<file path="src/rtl/tec8_pkg.sv">
// rtl/tec8_pkg.sv - shared beat/phase encodings and opcode width for the TEC-8 sequencer
package tec8_pkg;

  localparam int IR_W = 4;

  typedef enum logic [1:0] {
    W1 = 2'd0,
    W2 = 2'd1,
    W3 = 2'd2
  } beat_e;

  typedef enum logic [1:0] {
    T1 = 2'd0,
    T2 = 2'd1,
    T3 = 2'd2
  } phase_e;

  // short beats long when the controller raises both in the same T3
  function automatic beat_e next_beat(beat_e cur, logic short_req, logic long_req);
    beat_e nxt;
    case (cur)
      W1:      nxt = short_req ? W1 : W2;
      W2:      nxt = long_req ? W3 : W1;
      default: nxt = W1;
    endcase
    return nxt;
  endfunction

endpackage

</file>
<file path="src/rtl/tec8_pulse_sync.sv">
// rtl/tec8_pulse_sync.sv - N-stage synchronizer with single-cycle rising-edge pulse
module tec8_pulse_sync #(
  parameter int STAGES = 2
) (
  input  logic clk_i,
  input  logic clr_i,
  input  logic async_i,
  output logic rise_o
);

  logic [STAGES-1:0] sync_q;
  logic              prev_q;

  always_ff @(posedge clk_i or posedge clr_i) begin
    if (clr_i) begin
      sync_q <= '0;
      prev_q <= 1'b0;
    end else begin
      sync_q <= {sync_q[STAGES-2:0], async_i};
      prev_q <= sync_q[STAGES-1];
    end
  end

  assign rise_o = sync_q[STAGES-1] & ~prev_q;

endmodule

</file>
<file path="src/rtl/tec8_timing_gen.sv">
// rtl/tec8_timing_gen.sv - phase/beat sequencer with run control and IR/C/Z registers
module tec8_timing_gen
  import tec8_pkg::*;
#(
  parameter int QD_SYNC_STAGES = 2,
  parameter bit RUN_ON_RESET   = 1'b0
) (
  input  logic            clk_i,
  input  logic            clr_i,
  input  logic            qd_i,
  input  logic            short_i,
  input  logic            long_i,
  input  logic            stop_i,
  input  logic            lir_i,
  input  logic            ldc_i,
  input  logic            ldz_i,
  input  logic [7:0]      ins_in_i,
  input  logic            alu_cout_i,
  input  logic            alu_zero_i,
  output logic            t1_o,
  output logic            t2_o,
  output logic            t3_o,
  output logic            w1_o,
  output logic            w2_o,
  output logic            w3_o,
  output logic [IR_W-1:0] ir_o,
  output logic            c_o,
  output logic            z_o,
  output logic            running_o
);

  logic qd_rise;

  tec8_pulse_sync #(
    .STAGES (QD_SYNC_STAGES)
  ) u_qd_sync (
    .clk_i   (clk_i),
    .clr_i   (clr_i),
    .async_i (qd_i),
    .rise_o  (qd_rise)
  );

  phase_e          phase_q, phase_d;
  beat_e           beat_q,  beat_d;
  logic            run_q,   run_d;
  logic [IR_W-1:0] ir_q,    ir_d;
  logic            c_q,     c_d;
  logic            z_q,     z_d;
  logic            t1_q, t2_q, t3_q;
  logic            w1_q, w2_q, w3_q;

  logic unused_ins_low;
  assign unused_ins_low = ^ins_in_i[7-IR_W:0];

  always_comb begin
    phase_d = phase_q;
    beat_d  = beat_q;
    run_d   = run_q;
    ir_d    = ir_q;
    c_d     = c_q;
    z_d     = z_q;
    if (run_q) begin
      if (phase_q == T3) begin
        beat_d  = next_beat(beat_q, short_i, long_i);
        phase_d = T1;
        if (stop_i) run_d = 1'b0;
        if (lir_i)  ir_d  = ins_in_i[7 -: IR_W];
        if (ldc_i)  c_d   = alu_cout_i;
        if (ldz_i)  z_d   = alu_zero_i;
      end else begin
        phase_d = (phase_q == T1) ? T2 : T3;
      end
    end else if (qd_rise) begin
      // a start edge seen while running is dropped, which also lets stop@T3 win
      run_d   = 1'b1;
      phase_d = T1;
    end
  end

  always_ff @(posedge clk_i or posedge clr_i) begin
    if (clr_i) begin
      phase_q <= T1;
      beat_q  <= W1;
      run_q   <= RUN_ON_RESET;
      ir_q    <= '0;
      c_q     <= 1'b0;
      z_q     <= 1'b0;
      t1_q    <= RUN_ON_RESET;
      t2_q    <= 1'b0;
      t3_q    <= 1'b0;
      w1_q    <= 1'b1;
      w2_q    <= 1'b0;
      w3_q    <= 1'b0;
    end else begin
      phase_q <= phase_d;
      beat_q  <= beat_d;
      run_q   <= run_d;
      ir_q    <= ir_d;
      c_q     <= c_d;
      z_q     <= z_d;
      t1_q    <= run_d && (phase_d == T1);
      t2_q    <= run_d && (phase_d == T2);
      t3_q    <= run_d && (phase_d == T3);
      w1_q    <= (beat_d == W1);
      w2_q    <= (beat_d == W2);
      w3_q    <= (beat_d == W3);
    end
  end

  assign t1_o      = t1_q;
  assign t2_o      = t2_q;
  assign t3_o      = t3_q;
  assign w1_o      = w1_q;
  assign w2_o      = w2_q;
  assign w3_o      = w3_q;
  assign ir_o      = ir_q;
  assign c_o       = c_q;
  assign z_o       = z_q;
  assign running_o = run_q;

endmodule

</file>
<file path="config.mk">
export PLATFORM = sky130hd
export DESIGN_NAME = tec8_timing_gen
export DESIGN_NICKNAME = d
export VERILOG_FILES = /design/src/rtl/tec8_pkg.sv /design/src/rtl/tec8_pulse_sync.sv /design/src/rtl/tec8_timing_gen.sv
export SDC_FILE = /design/constraint.sdc
export NUM_CORES = 1
export LEC_CHECK = 0
export CAP_MARGIN = 20
export CORE_MARGIN = 5
export CORE_UTILIZATION = 40
export CTS_CLUSTER_SIZE = 40
export DETAILED_ROUTE_END_ITERATION = 16
export PLACE_DENSITY = 0.72
export REMOVE_ABC_BUFFERS = 1
export SLEW_MARGIN = 40
export SYNTH_ARGS = -nofsm -noshare
export SYNTH_HDL_FRONTEND = slang
export SYNTH_SLANG_ARGS = --single-unit
</file>
<file path="constraint.sdc">
create_clock -name clk_i -period 1.6 [get_ports clk_i]
set_input_delay 0.16 -clock clk_i [delete_from_list [all_inputs] [get_ports clk_i]]
set_output_delay 0.16 -clock clk_i [all_outputs]
set_load 0.02 [all_outputs]
</file>
==> impl_results.md <==
* Worst slew pin tran at 0.279 ns
* Die Wd at 53.3 microns
* Gr usage total at 11.8%
* GP Congestion at about 0.68
* Leakage at between 0.4 and 0.5 nW
* GR Overflow Total at 0
* First-pass detailed-route iteration total at 3
* CTS Buffer Depth at 2
* Internal reg-to-reg setup slack at 0.24 ns
* Starting DRT DRC Count at 4
* Worst reg2reg startpoint: running_o
* WP data required at 1.44 ns
* CTS tree: built
* Comb pwr share at between 40 and 50%
* Sw frac at 34.5%
* Psw at 676 uW
* Critical path fanouts, max at 2
* Final hold vios at 0
* Worst R2R Path Depth at 3
* Fmax at 702 MHz
* H-tree Lvls at 1
* Synth Register Bits at 20
* Max stage delay on crit path at between 0.6 and 0.7 ns
* Area grow syn2layout at 45.0%
* MaxCap Viol Count at 0
* Critical Path End Type: primary output
* Synth area leaders: dfrtp_1 (64%), mux2_2 (9.0%), dfstp_2 (3.5%)
* DRT antenna net count at 0
* Row Count at 15
* Commonest non-fill, non-tap cell in the layout: clkdlybuf4s50_1
* Critical path cell sequence: clkdlybuf4s50_1
* # IOs at 32
* Tcrit/Tclk final at 89.0%
* Synth area leader: dfrtp_1
* First-pass GRT wire length at 2310 microns
* Diode count at 0
* Min Tclk post-route at about 1.4 ns
* Clk slew on worst S/H paths at approximately 0.10 ns
* Top cell family by delay on the critical path: buffers and inverters
* Fin. max-slew vios at 0
* Core ar. at roughly 0.0017 sq mm
* NumNets Final at 105
* Critical Path AT at ~1.3 ns
* Post-place setup slack at 0.240 ns
* Synth unique cells at 23
* Maximum vdd drop at between 1 and 1.5 mV
* Critical path type: register to primary output
* Type of the worst min-delay path: input pin to asynchronous set/reset pin
* P_int at ~1.3 mW
* Die area at 0.00284 sq mm
* WL/cell at about 13 microns
* Flop pwr share at 43.0%
* FF-to-FF End: ir_o[2]
* Fin Hold WS at 0.180 ns
* Pwr Density at ~1800 mW/mm^2
* Largest net degree at the start of global routing at 21
* Slew HR at 81.4%
* Cell Area, Synth at 748 sq um
* WP buf/inv at 1
* Unrepaired setup endpoints after global routing: no
* DPL Wire Length at approximately 1100 microns
* Worst setup SP type: register
* Synth Instances at between 50 and 60
* CTS root buf: clkbuf_4
* Die H at 53.3 microns
* Drt drc at 0
* Setup ws final at 0.175 ns
* Most frequent cells in the layout: clkdlybuf4s50_1 (25), dfrtp_1 (19), nand2_1 (6), mux2_2 (6), clkbuf_4 (3)
* Vias at 512
* Sink Count at 20
* Port buffer count at 27
* Setup Viol. Count Final at 0
* Clk Latency, worst-skew pair at 0.29 ns
* Slowest stage cell, crit path: clkdlybuf4s50_1
* Hold Buf Count CTS at 0
* Setup TNS at 0 ns
* Post-Syn Area per Cell at between 10 and 15 sq um
* Skew final at 0.00229 ns
* Starting density of the core at 42.9%
* Vias/cell at approximately 4.7
* Clock power frac at between 10 and 15%
* Seq/Total Area, Yosys at 67.1%
* Synth warn at 0
* Wirelength, routed at around 1400 microns
* Inserted Clock Buffers at 3
* Initial antenna violation count at 0
* Post-synth top area share at 63.5%
* Run status: finished, final reports clean
* Layout cells sized above 1 at 21.2%
* Vias in the first global route at 536
-- sequential cells by signal, indices dropped and copies added, names as in the netlist --
register,count
t1_o,1
running_o,1
phase_q,2
t3_o,1
u_qd_sync.sync_q,2
t2_o,1
c_o,1
ir_o,4
z_o,1
u_qd_sync.prev_q,1
w3_o,1
w1_o,1
w2_o,1
beat_q,2
-- power by group through the flow --
stage	Sequential (mW)	Clock, mW	Combinational [mW]
after floorplan	1.03	0	0.309
after CTS	0.842	0.253	0.898
after global routing	0.880	0.280	0.942
final	0.842	0.239	0.878
after global placement	0.841	0	0.891
after detailed placement	0.854	0	0.907
-- layer usage --
metal,track usage [%],part of all wire [%],wire [microns],vias up
met5,0,0,0,-
li1,-,-,-,246
met2,19.2,48,682,22
met3,4.79,9.2,130,2
met4,6.38,0.71,10,0
met1,12.8,41,583,242
-- synthesized netlist by cell type --
| cell | number |
|---|---|
| dfrtp_1 | 19 |
| mux2_2 | 6 |
| nand2_1 | 6 |
| a21oi_1 | 2 |
| inv_1 | 2 |
| a21o_1 | 1 |
| a21o_2 | 1 |
| a31o_2 | 1 |
| and2_2 | 1 |
| and2b_2 | 1 |
| and3b_2 | 1 |
| dfstp_2 | 1 |
| nand2_2 | 1 |
| nand2b_1 | 1 |
| nand3b_4 | 1 |
| nor3_1 | 1 |
| nor3b_1 | 1 |
| o211a_1 | 1 |
| o21ai_0 | 1 |
| o21bai_1 | 1 |
| o22ai_1 | 1 |
| or3_1 | 1 |
| or4_1 | 1 |
-- timing repair --
action,4_1_cts,5_1_grt
resized for setup,1,1
hold endpoints to repair,0,0
setup buffers,0,0
setup endpoints to repair,1,1
-- metrics by stage --
| step | util [%] | cell area, sq um | total power [mW] | std cells |
|---|---|---|---|---|
| after floorplan | - | 748 | 1.34 | 53 |
| after global placement | 60.6 | 1060 | 1.73 | 106 |
| after detailed placement | 60.6 | 1060 | 1.76 | 106 |
| after CTS | 62.0 | 1080 | 1.99 | 110 |
| after global routing | 62.2 | 1080 | 2.10 | 110 |
| final | 62.2 | 1080 | 1.96 | 110 |
-- layout make-up --
class                   count  area [sq um]
fillers                   157           661
multi-input cells          31           239
inverters                   2          7.51
well taps                  25          31.3
flip-flops and latches     20           502
clock buffers               4          26.3
repair buffers             28           279
-- how the worst max path moves through the flow --
stage	startpoint	endpoint	slack, ns	cells past startpoint
after floorplan	running_o	ir_o[0]	0.26	3
after global placement	running_o	ir_o[2]	0.28	3
after detailed placement	running_o	ir_o[2]	0.24	3
after CTS	w1_o	w1_o	0.004	1
after global routing	ir_o[2]	ir_o[2]	0.12	1
final	ir_o[2]	ir_o[2]	0.18	1
-- logic make-up (layout without fill, tap and decap cells) --
family / count (synthesis) / count (layout) / synth area share (%)
buffers and inverters: 2 / 34 / 1.00
DFF: 20 / 20 / 67.1
muxes: 6 / 6 / 9.03
AOI/OAI and AO/OA: 9 / 9 / 8.53
and+or+nand+nor: 16 / 16 / 14.4
Power figures use the tool's default switching activity.
